<file path="config.mk">
export PLATFORM = sky130hd
export DESIGN_NAME = camera_controller_flat
export DESIGN_NICKNAME = d
export VERILOG_FILES = /design/src/rtl/camera_controller_if.sv /design/src/rtl/camera_controller.sv /design/src/flat_wrapper.sv
export SDC_FILE = /design/constraint.sdc
export NUM_CORES = 1
export LEC_CHECK = 0
export CORE_MARGIN = 1.5
export CORE_UTILIZATION = 42
export CTS_CLUSTER_DIAMETER = 50
export CTS_CLUSTER_SIZE = 16
export DETAILED_ROUTE_END_ITERATION = 10
export GPL_TIMING_DRIVEN = 0
export PLACE_DENSITY = 0.61
export SYNTH_ARGS = -nofsm -noshare
export SYNTH_HDL_FRONTEND = slang
export SYNTH_SLANG_ARGS = --single-unit
</file>
<file path="constraint.sdc">
create_clock -name clk_in -period 16.5 [get_ports clk_in]
set_clock_uncertainty 0.05 [all_clocks]
set_input_delay 3.3 -clock clk_in [delete_from_list [all_inputs] [get_ports clk_in]]
set_output_delay 3.3 -clock clk_in [all_outputs]
set_load 0.01 [all_outputs]
</file>
<file path="src/rtl/camera_controller_if.sv">
// Camera controller bus: frame strobe, raw buttons and follow target in,
// published camera position and status out.
//   new_frame_in  one-cycle frame-start pulse
//   btn_in        raw pan buttons [3] -x, [2] +x, [1] -y, [0] +y
//   follow_en_in  follow-mode enable
//   target_*_in   follow target in world space (signed)
//   camera_*_out  published camera position (signed)
//   moving_out    last publish changed the camera position
//   update_out    one-cycle pulse when a new position is published
interface camera_controller_if #(
  parameter int WORLD_BITS = 18
) ();
  logic                         new_frame_in;
  logic [3:0]                   btn_in;
  logic                         follow_en_in;
  logic signed [WORLD_BITS-1:0] target_x_in;
  logic signed [WORLD_BITS-1:0] target_y_in;
  logic signed [WORLD_BITS-1:0] camera_x_out;
  logic signed [WORLD_BITS-1:0] camera_y_out;
  logic                         moving_out;
  logic                         update_out;

  modport master (
    output new_frame_in, btn_in, follow_en_in, target_x_in, target_y_in,
    input  camera_x_out, camera_y_out, moving_out, update_out
  );

  modport slave (
    input  new_frame_in, btn_in, follow_en_in, target_x_in, target_y_in,
    output camera_x_out, camera_y_out, moving_out, update_out
  );
endinterface

</file>
<file path="src/rtl/camera_controller.sv">
// Camera position stage on the render clock. Debounces the pan buttons,
// applies accelerating manual panning or deadzone follow of a target once
// per frame, clamps to world bounds and publishes the result.
//   clk_in  render clock
//   rst_in  asynchronous active-low reset
//   bus     camera_controller_if slave (see interface header)
//
// state   | meaning
// IDLE    | waiting for new_frame_in
// SAMPLE  | latch target, follow enable, buttons; update speed
// STEP    | compute unclamped next position
// CLAMP   | saturate to bounds, register outputs, raise update
// PUBLISH | update_out high for this cycle
module camera_controller #(
  parameter int WORLD_BITS      = 18,
  parameter int DEBOUNCE_CYCLES = 100000,
  parameter int MAX_SPEED       = 8,
  parameter int ACCEL_FRAMES    = 4,
  parameter int FOLLOW_DEADZONE = 200,
  parameter int INIT_X          = 640,
  parameter int INIT_Y          = 360,
  parameter int MIN_X           = -4096,
  parameter int MAX_X           = 65535,
  parameter int MIN_Y           = -4096,
  parameter int MAX_Y           = 8191
) (
  input logic               clk_in,
  input logic               rst_in,
  camera_controller_if.slave bus
);
  localparam int W  = WORLD_BITS;
  localparam int WW = WORLD_BITS + 2;
  localparam int CW = $clog2(DEBOUNCE_CYCLES + 1);
  localparam int SW = $clog2(MAX_SPEED + 1);
  localparam int AW = $clog2(ACCEL_FRAMES + 1);

  localparam logic signed [WW-1:0] MIN_X_W = WW'(MIN_X);
  localparam logic signed [WW-1:0] MAX_X_W = WW'(MAX_X);
  localparam logic signed [WW-1:0] MIN_Y_W = WW'(MIN_Y);
  localparam logic signed [WW-1:0] MAX_Y_W = WW'(MAX_Y);
  localparam logic signed [WW-1:0] DZ_W    = WW'(FOLLOW_DEADZONE);

  typedef enum logic [2:0] {IDLE, SAMPLE, STEP, CLAMP, PUBLISH} state_t;

  state_t state_q, state_nxt;

  logic [3:0]    sync_q1, sync_q2, btn_db;
  logic [CW-1:0] db_cnt [4];

  logic [3:0]          btn_q;
  logic                follow_q;
  logic signed [W-1:0] tgt_x_q, tgt_y_q;
  logic [SW-1:0]       speed_q;
  logic [AW-1:0]       acc_q;
  logic signed [WW-1:0] next_x_q, next_y_q;
  logic signed [W-1:0] camera_x_q, camera_y_q;
  logic                moving_q, update_q;

  logic                 manual_now, manual_q;
  logic signed [WW-1:0] cam_x_w, cam_y_w, tgt_x_w, tgt_y_w, spd_w;
  logic signed [WW-1:0] step_x, step_y, clamp_x, clamp_y;

  // 2-FF synchroniser followed by a per-bit stability counter; the accepted
  // state flips on the DEBOUNCE_CYCLES-th consecutive differing cycle.
  always_ff @(posedge clk_in or negedge rst_in) begin
    if (!rst_in) begin
      sync_q1 <= '0;
      sync_q2 <= '0;
      btn_db  <= '0;
      for (int i = 0; i < 4; i++) db_cnt[i] <= '0;
    end else begin
      sync_q1 <= bus.btn_in;
      sync_q2 <= sync_q1;
      for (int i = 0; i < 4; i++) begin
        if (sync_q2[i] != btn_db[i]) begin
          if (db_cnt[i] == CW'(DEBOUNCE_CYCLES - 1)) begin
            btn_db[i] <= ~btn_db[i];
            db_cnt[i] <= '0;
          end else begin
            db_cnt[i] <= db_cnt[i] + CW'(1);
          end
        end else begin
          db_cnt[i] <= '0;
        end
      end
    end
  end

  // Opposing buttons on an axis cancel, so XOR detects a live direction.
  assign manual_now = (btn_db[2] ^ btn_db[3]) | (btn_db[0] ^ btn_db[1]);
  assign manual_q   = (btn_q[2] ^ btn_q[3]) | (btn_q[0] ^ btn_q[1]);

  always_ff @(posedge clk_in or negedge rst_in) begin
    if (!rst_in) state_q <= IDLE;
    else         state_q <= state_nxt;
  end

  always_comb begin
    state_nxt = state_q;
    case (state_q)
      IDLE:    if (bus.new_frame_in) state_nxt = SAMPLE;
      SAMPLE:  state_nxt = STEP;
      STEP:    state_nxt = CLAMP;
      CLAMP:   state_nxt = PUBLISH;
      PUBLISH: state_nxt = IDLE;
      default: state_nxt = IDLE;
    endcase
  end

  assign cam_x_w = WW'(camera_x_q);
  assign cam_y_w = WW'(camera_y_q);
  assign tgt_x_w = WW'(tgt_x_q);
  assign tgt_y_w = WW'(tgt_y_q);
  assign spd_w   = signed'(WW'(speed_q));

  function automatic logic signed [WW-1:0] follow_step(
    input logic signed [WW-1:0] cam,
    input logic signed [WW-1:0] tgt
  );
    logic signed [WW-1:0] d, mag, step;
    d   = tgt - cam;
    mag = (d < 0) ? -d : d;
    if (mag <= DZ_W) return cam;
    step = (mag - DZ_W) >>> 2;
    if (step == '0) step = WW'(1);
    return (d < 0) ? cam - step : cam + step;
  endfunction

  function automatic logic signed [WW-1:0] sat(
    input logic signed [WW-1:0] v,
    input logic signed [WW-1:0] lo,
    input logic signed [WW-1:0] hi
  );
    if (v < lo) return lo;
    if (v > hi) return hi;
    return v;
  endfunction

  // Manual panning takes priority; follow only runs with no live direction.
  always_comb begin
    step_x = cam_x_w;
    step_y = cam_y_w;
    if (manual_q) begin
      if (btn_q[2] & ~btn_q[3])      step_x = cam_x_w + spd_w;
      else if (btn_q[3] & ~btn_q[2]) step_x = cam_x_w - spd_w;
      if (btn_q[0] & ~btn_q[1])      step_y = cam_y_w + spd_w;
      else if (btn_q[1] & ~btn_q[0]) step_y = cam_y_w - spd_w;
    end else if (follow_q) begin
      step_x = follow_step(cam_x_w, tgt_x_w);
      step_y = follow_step(cam_y_w, tgt_y_w);
    end
  end

  assign clamp_x = sat(next_x_q, MIN_X_W, MAX_X_W);
  assign clamp_y = sat(next_y_q, MIN_Y_W, MAX_Y_W);

  // Outputs are loaded on the CLAMP->PUBLISH edge so the new position and
  // update_out appear together in the PUBLISH cycle.
  always_ff @(posedge clk_in or negedge rst_in) begin
    if (!rst_in) begin
      btn_q      <= '0;
      follow_q   <= 1'b0;
      tgt_x_q    <= '0;
      tgt_y_q    <= '0;
      speed_q    <= '0;
      acc_q      <= '0;
      next_x_q   <= '0;
      next_y_q   <= '0;
      camera_x_q <= W'(INIT_X);
      camera_y_q <= W'(INIT_Y);
      moving_q   <= 1'b0;
      update_q   <= 1'b0;
    end else begin
      update_q <= 1'b0;
      case (state_q)
        SAMPLE: begin
          btn_q    <= btn_db;
          follow_q <= bus.follow_en_in;
          tgt_x_q  <= bus.target_x_in;
          tgt_y_q  <= bus.target_y_in;
          if (manual_now) begin
            if (speed_q == '0) begin
              speed_q <= SW'(1);
              acc_q   <= '0;
            end else if (acc_q == AW'(ACCEL_FRAMES - 1)) begin
              acc_q <= '0;
              if (speed_q != SW'(MAX_SPEED)) speed_q <= speed_q + SW'(1);
            end else begin
              acc_q <= acc_q + AW'(1);
            end
          end else begin
            speed_q <= '0;
            acc_q   <= '0;
          end
        end
        STEP: begin
          next_x_q <= step_x;
          next_y_q <= step_y;
        end
        CLAMP: begin
          camera_x_q <= W'(clamp_x);
          camera_y_q <= W'(clamp_y);
          moving_q   <= (clamp_x != cam_x_w) || (clamp_y != cam_y_w);
          update_q   <= 1'b1;
        end
        default: ;
      endcase
    end
  end

  assign bus.camera_x_out = camera_x_q;
  assign bus.camera_y_out = camera_y_q;
  assign bus.moving_out   = moving_q;
  assign bus.update_out   = update_q;
endmodule

</file>
<file path="src/flat_wrapper.sv">
// flat-port wrapper written by rule: the top's interface ports become plain ports
module camera_controller_flat 
#(
  parameter int WORLD_BITS      = 18,
  parameter int DEBOUNCE_CYCLES = 100000,
  parameter int MAX_SPEED       = 8,
  parameter int ACCEL_FRAMES    = 4,
  parameter int FOLLOW_DEADZONE = 200,
  parameter int INIT_X          = 640,
  parameter int INIT_Y          = 360,
  parameter int MIN_X           = -4096,
  parameter int MAX_X           = 65535,
  parameter int MIN_Y           = -4096,
  parameter int MAX_Y           = 8191
)
  (clk_in, rst_in, bus_new_frame_in, bus_btn_in, bus_follow_en_in, bus_target_x_in, bus_target_y_in, bus_camera_x_out, bus_camera_y_out, bus_moving_out, bus_update_out);
  camera_controller_if #(.WORLD_BITS(WORLD_BITS)) bus_i ();
  input logic clk_in;
  input logic rst_in;
  input wire logic [$bits(bus_i.new_frame_in)-1:0] bus_new_frame_in;
  input wire logic [$bits(bus_i.btn_in)-1:0] bus_btn_in;
  input wire logic [$bits(bus_i.follow_en_in)-1:0] bus_follow_en_in;
  input wire logic [$bits(bus_i.target_x_in)-1:0] bus_target_x_in;
  input wire logic [$bits(bus_i.target_y_in)-1:0] bus_target_y_in;
  output wire logic [$bits(bus_i.camera_x_out)-1:0] bus_camera_x_out;
  output wire logic [$bits(bus_i.camera_y_out)-1:0] bus_camera_y_out;
  output wire logic [$bits(bus_i.moving_out)-1:0] bus_moving_out;
  output wire logic [$bits(bus_i.update_out)-1:0] bus_update_out;
  assign bus_i.new_frame_in = bus_new_frame_in;
  assign bus_i.btn_in = bus_btn_in;
  assign bus_i.follow_en_in = bus_follow_en_in;
  assign bus_i.target_x_in = bus_target_x_in;
  assign bus_i.target_y_in = bus_target_y_in;
  assign bus_camera_x_out = bus_i.camera_x_out;
  assign bus_camera_y_out = bus_i.camera_y_out;
  assign bus_moving_out = bus_i.moving_out;
  assign bus_update_out = bus_i.update_out;
  camera_controller #(.WORLD_BITS(WORLD_BITS), .DEBOUNCE_CYCLES(DEBOUNCE_CYCLES), .MAX_SPEED(MAX_SPEED), .ACCEL_FRAMES(ACCEL_FRAMES), .FOLLOW_DEADZONE(FOLLOW_DEADZONE), .INIT_X(INIT_X), .INIT_Y(INIT_Y), .MIN_X(MIN_X), .MAX_X(MAX_X), .MIN_Y(MIN_Y), .MAX_Y(MAX_Y)) u_core (.clk_in(clk_in), .rst_in(rst_in), .bus(bus_i));
endmodule
</file>
==> impl_metrics.csv, run 1 <==
group,metric,value,unit
setup_path,timing.rr.end,"u_core.next_y_q[19]",
setup_path,criticalPathCategory,"reg -> reg",
synthesis,synth_fa_ha_area_share,7.96,%
cts,post_cts_resized,0,
synthesis,synth-main-ff-cell,"dfrtp_1",
sta,hold_slack,0.298,ns
layout,drive_gt1_share,6.81,%
sta,maximum_clock_rate,0.0866,GHz
setup_path,cp_top_family,"compound AO/OA/AOI/OAI gates",
floorplanning,floorplan.core_area,44200,um^2
sta,timing.final.crit_share,70.0,%
setup_path,timing.rr.start,"u_core.bus.camera_y_out[1]",
synthesis,ys_warn_count,0,
sta,setup_tns,0,ns
placement,detailedPlacementHpwl,46500,um
synthesis,post_synthesis_share_of_cell_area_spent_on_and_or_nand_and_nor_gates,24.0,%
grt,grt_first_pass_wirelength,94200,um
setup_path,worst_ep_arrival_time,11.92,ns
synthesis,mux_cell_area_share_after_synthesis,1.02,%
grt,grt_use_met1,36.8,%
cts,tritoncts,"built",
setup_path,r2r.worst_path.cells,43,
synthesis,synth_xor_area_share,10.8,%
sta,finalSetupViolCount,0,
floorplanning,floorplan.initialDensity,42.6,%
run_status,status,"completed",
grt,gr-usage-met3,3.58,%
sta,slew_violations,0,
grt,number_of_global_route_vias_before_repair,17100,
cts,root_buffer,"clkbuf_16",
floorplanning,boundaryPins,82,
synthesis,synthesis.area_per_instance,7.97,um^2
placement,placed_cells_incl_taps,3037,
sta,timing.final.crit_period,11.55,ns
cts,holdBufCountCts,0,
placement,place.port_buffers,81,
cts,clk-insertion-delay-late,0.57,ns
cts,number_of_sinks_driven_by_the_clock_tree,209,
grt,grt.total_usage,25.2,%
routing,first_pass_iters,6,
cts,clock_tree.htree_level_count,1,
min_path,timing.hold.worst.start,"u_core.sync_q1[0]",
placement,preCtsSetupSlack,5.21,ns
setup_path,critical_path.endpoint_type,"flip-flop",
setup_path,crit_path_max_fanout,10,
layout,area_growth,13.7,%
cts,cts_setup_buffers,0,
sta,worst_slew_pin_slew,1.23,ns
cts,clock_path_buffers,3,
setup_path,required,16.87,ns
synthesis,syn-cell-area,18800,um^2
routing,number_of_drc_markers_after_the_initial_detailed_route_iteration,1492,
grt,groute.layer.met2.usage,39.5,%
setup_path,worstSetupStartpointType,"flip-flop",
min_path,min_path_type,"reg -> reg",
setup_path,regToRegSetupSlack,4.95,ns
placement,place_congestion,0.938,
synthesis,synth-edff-count,0,
synthesis,ys_ff_latch,209,
setup_path,critPathBufInv,9,
sta,layout_setup_ws,4.95,ns
routing,viasPerCell,5.87,
cts,register_clock_pin_slew_on_the_reported_worst_setup_and_hold_paths,0.07,ns
layout,fillers,4357,
routing,totalWireLength,59500,um
layout,layout.nets,2633,
sta,rsz0062_at_grt,"false",
synthesis,postSynthNetCount,2522,
grt,grt_antenna_before_repair,3,
min_path,hold-path-cell-count,0,
synthesis,synthDistinctLibCells,119,
floorplanning,floorplan_die_area,46100,um^2
synthesis,synth-async-reset-ratio,100,%
grt,globalRoute.totalOverflow,0,
routing,ant_nets,0,
routing,post-route-drc-count,0,
synthesis,netlist_instances,2363,
synthesis,synth_compound_gate_area_share,23.9,%
grt,gr-max-usage-layer,"met2",
sta,worst_slew_margin_rel,18.0,%
cts,cts_bufs_inserted,27,
setup_path,cp_slowest_cell,"fa_1",
floorplanning,rows,77,
synthesis,synth_top_family_by_area,"simple AND/OR/NAND/NOR gates",
routing,wire_per_inst,19.3,um
routing,num_vias,18100,
floorplanning,die_height,215,um
layout,layout.cells.non_filler,3088,
synthesis,synth_sequential_area_ratio,27.8,%
floorplanning,floorplan.die.width,215,um
grt,maximum_number_of_pins_on_one_net_before_global_route_repair,114,
run,max_cap_viol_count,0,
min_path,timing.hold.worst_endpoint,"u_core.sync_q2[0]",
sta,hold_viol_final,0,
setup_path,max_stage_delay,0.55,ns
## worst reg2reg max path: cells and delay by family, from the launching register on
family,cells,cell delay (ns)
AOI/OAI and AO/OA,21,4.74
adders and majority gates,4,1.30
and+or+nand+nor,7,2.12
xor gates and xnor gates,1,0.22
buffers and inverters,9,2.21
DFF,1,0.54
muxes,1,0.22
## synth_stat cells (26+ instances only)
library cell | count | area share (%)
xor2_1 | 99 | 4.6
ha_1 | 107 | 7.1
nand2_1 | 318 | 6.3
a21oi_1 | 148 | 3.9
dfrtp_1 | 203 | 27
inv_1 | 101 | 2.0
nor2_1 | 236 | 4.7
o21a_1 | 36 | 1.4
clkbuf_1 | 86 | 1.7
a21o_1 | 31 | 1.2
xnor2_1 | 117 | 5.4
nor3_1 | 75 | 2.0
o21ai_0 | 141 | 3.7
nand3_1 | 83 | 2.2
a211oi_1 | 26 | 1.0
## cell families (layout without fill, tap and decap cells)
family                   after synthesis  count (layout)
other                                  0               1
XOR/XNOR                             225             225
flip-flops                           209             209
AND/OR/NAND/NOR                      940             940
adder cells (fa/ha/maj)              115             115
AO/OA/AOI/OAI                        646             646
multiplexers                          18              18
buffers and inverters                210             342
## per-stage QoR
step / utilization, % / area [um^2]
2_1_floorplan: - / 18800
3_3_place_gp: 46.1 / 20400
3_5_place_dp: 46.2 / 20400
4_1_cts: 48.4 / 21400
5_1_grt: 48.4 / 21400
6_report: 48.4 / 21400
## flip-flops by register name, indices dropped and copies added, names as in the netlist
signal                   cells
u_core.tgt_y_q              18
u_core.next_x_q             20
u_core.bus.update_out        1
u_core.state_q               3
u_core.bus.camera_x_out     18
u_core.speed_q               4
u_core.acc_q                 3
u_core.next_y_q             20
u_core.follow_q              1
u_core.sync_q2               4
u_core.btn_q                 4
u_core.db_cnt               68
u_core.tgt_x_q              18
u_core.btn_db                4
u_core.bus.camera_y_out     18
u_core.bus.moving_out        1
u_core.sync_q1               4
## cells in the final DEF (no fill, tap or decap), drive strengths merged, types with 26 or more instances in the layout
cell           synthesis  routed
nor3                  78      78
a21oi                150     150
nand3                 84      84
nand2                318     318
o22ai                 26      26
dfrtp                203     203
o21ai                155     155
inv                  102     107
xor2                 102     102
clkbuf                86     117
o21a                  37      37
xnor2                123     123
clkdlybuf4s50          0      80
nor2                 237     237
ha                   107     107
a21o                  32      32
nor4                  28      28
a211oi                34      34
## layer usage
metal  up-vias  wire, um  part of all wire (%)
met5         -        14                 0.024
met4         2       994                   1.7
met3        68      3890                   6.5
met2       594     26400                    44
met1      8768     28200                    47
li1       8703         -                     -
## how the worst max path moves through the flow
stage                     cells past startpoint                  end                        from
after global placement                        1    u_core.db_cnt[59]                      rst_in
final                                        43  u_core.next_y_q[19]  u_core.bus.camera_y_out[1]
after CTS                                    43  u_core.next_y_q[19]  u_core.bus.camera_y_out[1]
after global routing                         43  u_core.next_y_q[19]  u_core.bus.camera_y_out[1]
after detailed placement                     43  u_core.next_y_q[19]  u_core.bus.camera_y_out[1]
after floorplan                              43  u_core.next_y_q[19]  u_core.bus.camera_y_out[1]
## area by class of cell
type	instances	area [um^2]	share of cell area (%)
Multi-Input combinational cell	1944	12800	59.6
Sequential cell	209	5240	24.5
Timing Repair Buffer	82	843	3.94
Tap cell	592	741	3.46
Clock buffer	31	711	3.32
Buffer	106	457	2.13
Inverter	104	390	1.82
Clock inverter	19	278	1.30
Antenna cell	1	2.50	0.0117
Power of run 1 is not shown: default switching activity piles up to over one toggle a cycle in this logic, so the estimate is an artifact.
==> run 2: changes to the inputs <==
--- a/config.mk
+++ b/config.mk
@@ -11,7 +11,7 @@
 export CTS_CLUSTER_SIZE = 16
 export DETAILED_ROUTE_END_ITERATION = 10
 export GPL_TIMING_DRIVEN = 0
-export PLACE_DENSITY = 0.61
+export PLACE_DENSITY = 0.63
 export SYNTH_ARGS = -nofsm -noshare
 export SYNTH_HDL_FRONTEND = slang
 export SYNTH_SLANG_ARGS = --single-unit
==> constraint.sdc (replaced) <==
create_clock -name clk_in -period 9.59 [get_ports clk_in]
set_clock_uncertainty 0.05 [all_clocks]
set_input_delay 1.918 -clock clk_in [delete_from_list [all_inputs] [get_ports clk_in]]
set_output_delay 1.918 -clock clk_in [all_outputs]
set_load 0.01 [all_outputs]
==> run 2 against run 1 <==
Die area stayed put; cell area increased by 2.0%; critical path depth is the same.
==> impl_metrics.csv, run 2 (synthesis gave the netlist of run 1 again) <==
group,metric,value,unit
run_status,status,"completed",
layout,drive_gt1_share,10.4,%
floorplanning,rows,77,
min_path,hold-path-cell-count,0,
sta,finalSetupViolCount,0,
floorplanning,die_height,215,um
grt,number_of_global_route_vias_before_repair,17300,
setup_path,top_cell_by_count_worst_path,"buf_4",
layout,num_antenna_cells,0,
floorplanning,floorplan_die_area,46100,um^2
setup_path,timing.rr.start,"u_core.bus.camera_y_out[7]",
sta,maximum_clock_rate,0.108,GHz
cts,cts_bufs_inserted,28,
layout,largest_register,"u_core.db_cnt",
cts,register_clock_pin_slew_on_the_reported_worst_setup_and_hold_paths,0.06,ns
grt,grt.total_usage,25.7,%
cts,tritoncts,"built",
placement,place_congestion,0.922,
layout,layout.nets,2660,
cts,number_of_sinks_driven_by_the_clock_tree,209,
placement,detailedPlacementHpwl,46800,um
cts,clk-insertion-delay-late,0.58,ns
floorplanning,boundaryPins,82,
floorplanning,floorplan.die.width,215,um
routing,ant_nets,0,
routing,first_pass_iters,7,
setup_path,worst_ep_arrival_time,9.65,ns
routing,num_vias,18300,
setup_path,timing.rr.end,"u_core.next_y_q[19]",
floorplanning,floorplan.core_area,44200,um^2
setup_path,worstSetupStartpointType,"flip-flop",
layout,reg.largest.list,"u_core.db_cnt x68, u_core.next_x_q x20, u_core.next_y_q x20",
sta,timing.final.crit_period,9.26,ns
routing,wire_per_inst,19.5,um
sta,worst_slew_margin_rel,20.5,%
cts,holdBufCountCts,0,
setup_path,max_stage_delay,0.45,ns
sta,hold_viol_final,0,
grt,maximum_number_of_pins_on_one_net_before_global_route_repair,118,
cts,root_buffer,"clkbuf_16",
sta,timing.final.crit_share,96.6,%
grt,grt_first_pass_wirelength,95800,um
layout,layout.cells.most_common,"nand2_1",
layout,area_growth,15.9,%
routing,post-route-drc-count,0,
setup_path,criticalPathCategory,"reg -> reg",
grt,globalRoute.totalOverflow,0,
layout,fillers,4352,
placement,preCtsSetupSlack,-1.90,ns
layout,largest_register_ffs,68,
setup_path,critical_path.endpoint_type,"flip-flop",
setup_path,r2r.worst_path.cells,43,
routing,totalWireLength,60800,um
grt,grt_antenna_before_repair,1,
min_path,timing.hold.worst_endpoint,"u_core.sync_q2[1]",
sta,worst_slew_pin_slew,1.18,ns
routing,viasPerCell,5.88,
setup_path,crit_path_max_fanout,9,
layout,layout.cells.most_common_list,"nand2_1 (317), nor2_1 (235), dfrtp_1 (192)",
sta,slew_violations,0,
setup_path,regToRegSetupSlack,0.33,ns
placement,detailed_place.area,20400,um^2
routing,number_of_drc_markers_after_the_initial_detailed_route_iteration,1363,
setup_path,cp_slowest_cell,"a2111oi_4",
layout,final_cell_area,21800,um^2
cts,clock_tree.htree_level_count,1,
cts,clock_path_buffers,3,
setup_path,required,9.98,ns
sta,layout_setup_ws,0.328,ns
run,max_cap_viol_count,0,
sta,hold_slack,0.300,ns
floorplanning,floorplan.initialDensity,42.6,%
min_path,min_path_type,"reg -> reg",
sta,rsz0062_at_grt,"true",
min_path,timing.hold.worst.start,"u_core.sync_q1[1]",
placement,place.port_buffers,81,
==> run 2: cell types whose count changed in the layout (fill, tap and decap cells not counted), sizes merged <==
cell,delta
bufinv,-3
diode,-1
clkinv,-4
buf,+35
clkbuf,-7
clkinvlp,+2
inv,+4
==> run 2: final cells by class <==
cell class,instances,area [um^2],share of cell area [%]
clock inverter,18,209,0.957
inverter,104,400,1.83
sequential,209,5250,24.0
tap,592,741,3.39
buffer,98,485,2.22
timing repair buffer,116,1100,5.03
clock buffer,33,749,3.43
multi-input combinational,1944,12900,59.1
==> run 2: timing repair <==
item | 4_1_cts | 5_1_grt
buffers inserted | 6 | 28
pin swaps | 7 | 20
gates resized for setup | 42 | 56
endpoints found under the setup margin | 28 | 20
==> run 2: metal layers <==
| layer | part of all wire, % | global-route usage [%] | vias up | wire length (um) |
|---|---|---|---|---|
| met4 | 2.3 | 6.48 | 2 | 1370 |
| li1 | - | - | 8774 | - |
| met2 | 44 | 40.6 | 650 | 26800 |
| met3 | 6.2 | 2.94 | 106 | 3750 |
| met5 | 0.018 | 0 | - | 11 |
| met1 | 48 | 37.2 | 8787 | 28900 |
==> run 2: how the worst max path moves through the flow <==
stage	depth (start not counted)	endpoint	from	slack [ns]
detailed placement	43	u_core.next_y_q[19]	u_core.bus.camera_y_out[7]	-1.90
CTS	42	u_core.next_y_q[19]	u_core.bus.camera_y_out[7]	-0.0008
global placement	1	u_core.bus.camera_x_out[16]	rst_in	-2.50
finish	43	u_core.next_y_q[19]	u_core.bus.camera_y_out[7]	0.33
floorplan	43	u_core.next_y_q[19]	u_core.bus.camera_y_out[1]	0.42
global route	40	u_core.next_y_q[19]	u_core.bus.camera_y_out[7]	-0.12
==> run 2: through the flow <==
step / cells / setup TNS (ns) / utilization (%)
after global routing: 3114 / -0.177 / 49.4
after detailed placement: 3037 / -24.95 / 46.2
after global placement: 3036 / -523.98 / 46.1
after floorplan: 2363 / 0 / -
final: 3114 / 0 / 49.4
after CTS: 3089 / -0.000842 / 48.6
==> run 2: worst max-delay path: cells and delay by family (launching register included) <==
kind,cells,cell delay [ns]
AOI/OAI and AO/OA,23,5.01
adders and majority gates,4,1.08
buffers and inverters,9,1.07
DFF,1,0.44
and+or+nand+nor,5,1.02
xor gates and xnor gates,1,0.20
muxes,1,0.21
Power of run 2 is left out for the same reason.
==> run 3: changes to the inputs <==
--- a/config.mk
+++ b/config.mk
@@ -7,7 +7,6 @@
 export LEC_CHECK = 0
 export CORE_MARGIN = 1.5
 export CORE_UTILIZATION = 42
-export CTS_CLUSTER_DIAMETER = 50
 export CTS_CLUSTER_SIZE = 16
 export DETAILED_ROUTE_END_ITERATION = 10
 export GPL_TIMING_DRIVEN = 0
==> run 3 against run 2 <==
Fmax increased by 0.28%; register-to-register slack improved by 0.03 ns; cell count decreased by 0.13%; cell area decreased by 0.37%; critical endpoint unchanged.
==> impl_metrics.csv, run 3 (synthesis gave the netlist of run 1 again) <==
group,metric,value,unit
min_path,timing.hold.worst_endpoint,"u_core.sync_q2[1]",
routing,num_vias,18200,
layout,reg.largest.list,"u_core.db_cnt x68, u_core.next_x_q x20, u_core.next_y_q x20",
routing,viasPerCell,5.86,
setup_path,regToRegSetupSlack,0.35,ns
grt,globalRoute.totalOverflow,0,
sta,hold_slack,0.297,ns
routing,totalWireLength,60800,um
routing,number_of_drc_markers_after_the_initial_detailed_route_iteration,1385,
sta,finalSetupViolCount,0,
setup_path,r2r.worst_path.cells,41,
placement,preCtsSetupSlack,-1.90,ns
cts,register_clock_pin_slew_on_the_reported_worst_setup_and_hold_paths,0.06,ns
setup_path,cp_slowest_cell,"dfstp_2",
sta,worst_slew_margin_rel,20.7,%
run_status,status,"completed",
min_path,min_path_type,"reg -> reg",
setup_path,max_stage_delay,0.57,ns
cts,clock_tree.htree_level_count,1,
sta,timing.final.crit_period,9.24,ns
grt,grt_antenna_before_repair,1,
floorplanning,floorplan.initialDensity,42.6,%
setup_path,crit_path_max_fanout,9,
layout,layout.nets,2660,
setup_path,timing.rr.start,"u_core.bus.camera_y_out[6]",
sta,slew_violations,0,
floorplanning,boundaryPins,82,
grt,grt_first_pass_wirelength,95800,um
layout,layout.cells.most_common,"nand2_1",
grt,maximum_number_of_pins_on_one_net_before_global_route_repair,118,
cts,cts_bufs_inserted,26,
setup_path,critical_path.endpoint_type,"flip-flop",
sta,timing.final.crit_share,96.3,%
routing,first_pass_iters,5,
min_path,hold-path-cell-count,0,
layout,layout.cells.most_common_list,"nand2_1 (317), nor2_1 (235), dfrtp_1 (192)",
layout,drive_gt1_share,10.3,%
layout,largest_register_ffs,68,
setup_path,required,9.96,ns
setup_path,worst_ep_arrival_time,9.60,ns
cts,clk-insertion-delay-late,0.56,ns
layout,largest_register,"u_core.db_cnt",
min_path,timing.hold.worst.start,"u_core.sync_q1[1]",
layout,num_antenna_cells,0,
grt,number_of_global_route_vias_before_repair,17300,
run,max_cap_viol_count,0,
placement,detailedPlacementHpwl,46800,um
sta,layout_setup_ws,0.353,ns
cts,tritoncts,"built",
sta,worst_slew_pin_slew,1.18,ns
routing,ant_nets,0,
grt,grt.total_usage,25.7,%
floorplanning,die_height,215,um
floorplanning,floorplan.die.width,215,um
routing,post-route-drc-count,0,
floorplanning,rows,77,
placement,place.port_buffers,81,
setup_path,timing.rr.end,"u_core.next_y_q[19]",
setup_path,worstSetupStartpointType,"flip-flop",
layout,area_growth,15.5,%
routing,wire_per_inst,19.6,um
cts,clock_path_buffers,3,
cts,root_buffer,"clkbuf_16",
setup_path,criticalPathCategory,"reg -> reg",
sta,hold_viol_final,0,
sta,maximum_clock_rate,0.108,GHz
floorplanning,floorplan_die_area,46100,um^2
cts,holdBufCountCts,0,
cts,number_of_sinks_driven_by_the_clock_tree,209,
setup_path,top_cell_by_count_worst_path,"o211ai_1",
floorplanning,floorplan.core_area,44200,um^2
placement,place_congestion,0.922,
## run 3: repair_timing
| item | in CTS | in global routing |
|---|---|---|
| setup endpoints to repair | 28 | 19 |
| buffers inserted | 7 | 29 |
| gates resized for setup | 41 | 56 |
| pin swaps | 7 | 20 |
## run 3: area by class of cell
cell class,count,area [um^2]
Clock inverter,14,166
Multi-Input combinational cell,1944,12900
Timing Repair Buffer,118,1110
Sequential cell,209,5250
Inverter,104,399
Tap cell,592,741
Clock buffer,31,689
Fill cell,4353,22500
Buffer,98,488
## run 3: how the worst max path moves through the flow
| stage | start | endpoint | slack (ns) | cells after the start |
|---|---|---|---|---|
| floorplan | u_core.bus.camera_y_out[1] | u_core.next_y_q[19] | 0.42 | 43 |
| CTS | u_core.bus.camera_y_out[7] | u_core.next_y_q[19] | 0.05 | 42 |
| global placement | rst_in | u_core.bus.camera_x_out[16] | -2.50 | 1 |
| finish | u_core.bus.camera_y_out[6] | u_core.next_y_q[19] | 0.35 | 41 |
| detailed placement | u_core.bus.camera_y_out[7] | u_core.next_y_q[19] | -1.90 | 43 |
| global route | u_core.bus.camera_y_out[6] | u_core.next_y_q[19] | -0.06 | 41 |
## run 3: per-stage QoR
step	cell area, um^2	util [%]	cells	TNS [ns]
2_1_floorplan	18800	-	2363	0
5_1_grt	21800	49.2	3110	-0.0861
4_1_cts	21400	48.4	3084	0
3_3_place_gp	20400	46.1	3036	-523.98
6_report	21800	49.2	3110	0
3_5_place_dp	20400	46.2	3037	-24.95
## run 3: critical path: cells and delay by family (launching register included)
kind,cells,cell delay [ns]
AO/OA/AOI/OAI,22,4.46
AND/OR/NAND/NOR,5,1.56
adder cells (fa/ha/maj),4,1.12
buffers and inverters,8,0.95
flip-flops,1,0.57
multiplexers,1,0.21
XOR/XNOR,1,0.19
## run 3: routing by layer
layer / track usage [%] / up-vias / wire, um
met5: 0 / - / 11
li1: - / 8765 / -
met3: 3.04 / 108 / 3820
met1: 37.3 / 8741 / 28700
met4: 6.20 / 2 / 1340
met2: 40.6 / 618 / 26900
Power of run 3 is left out for the same reason.
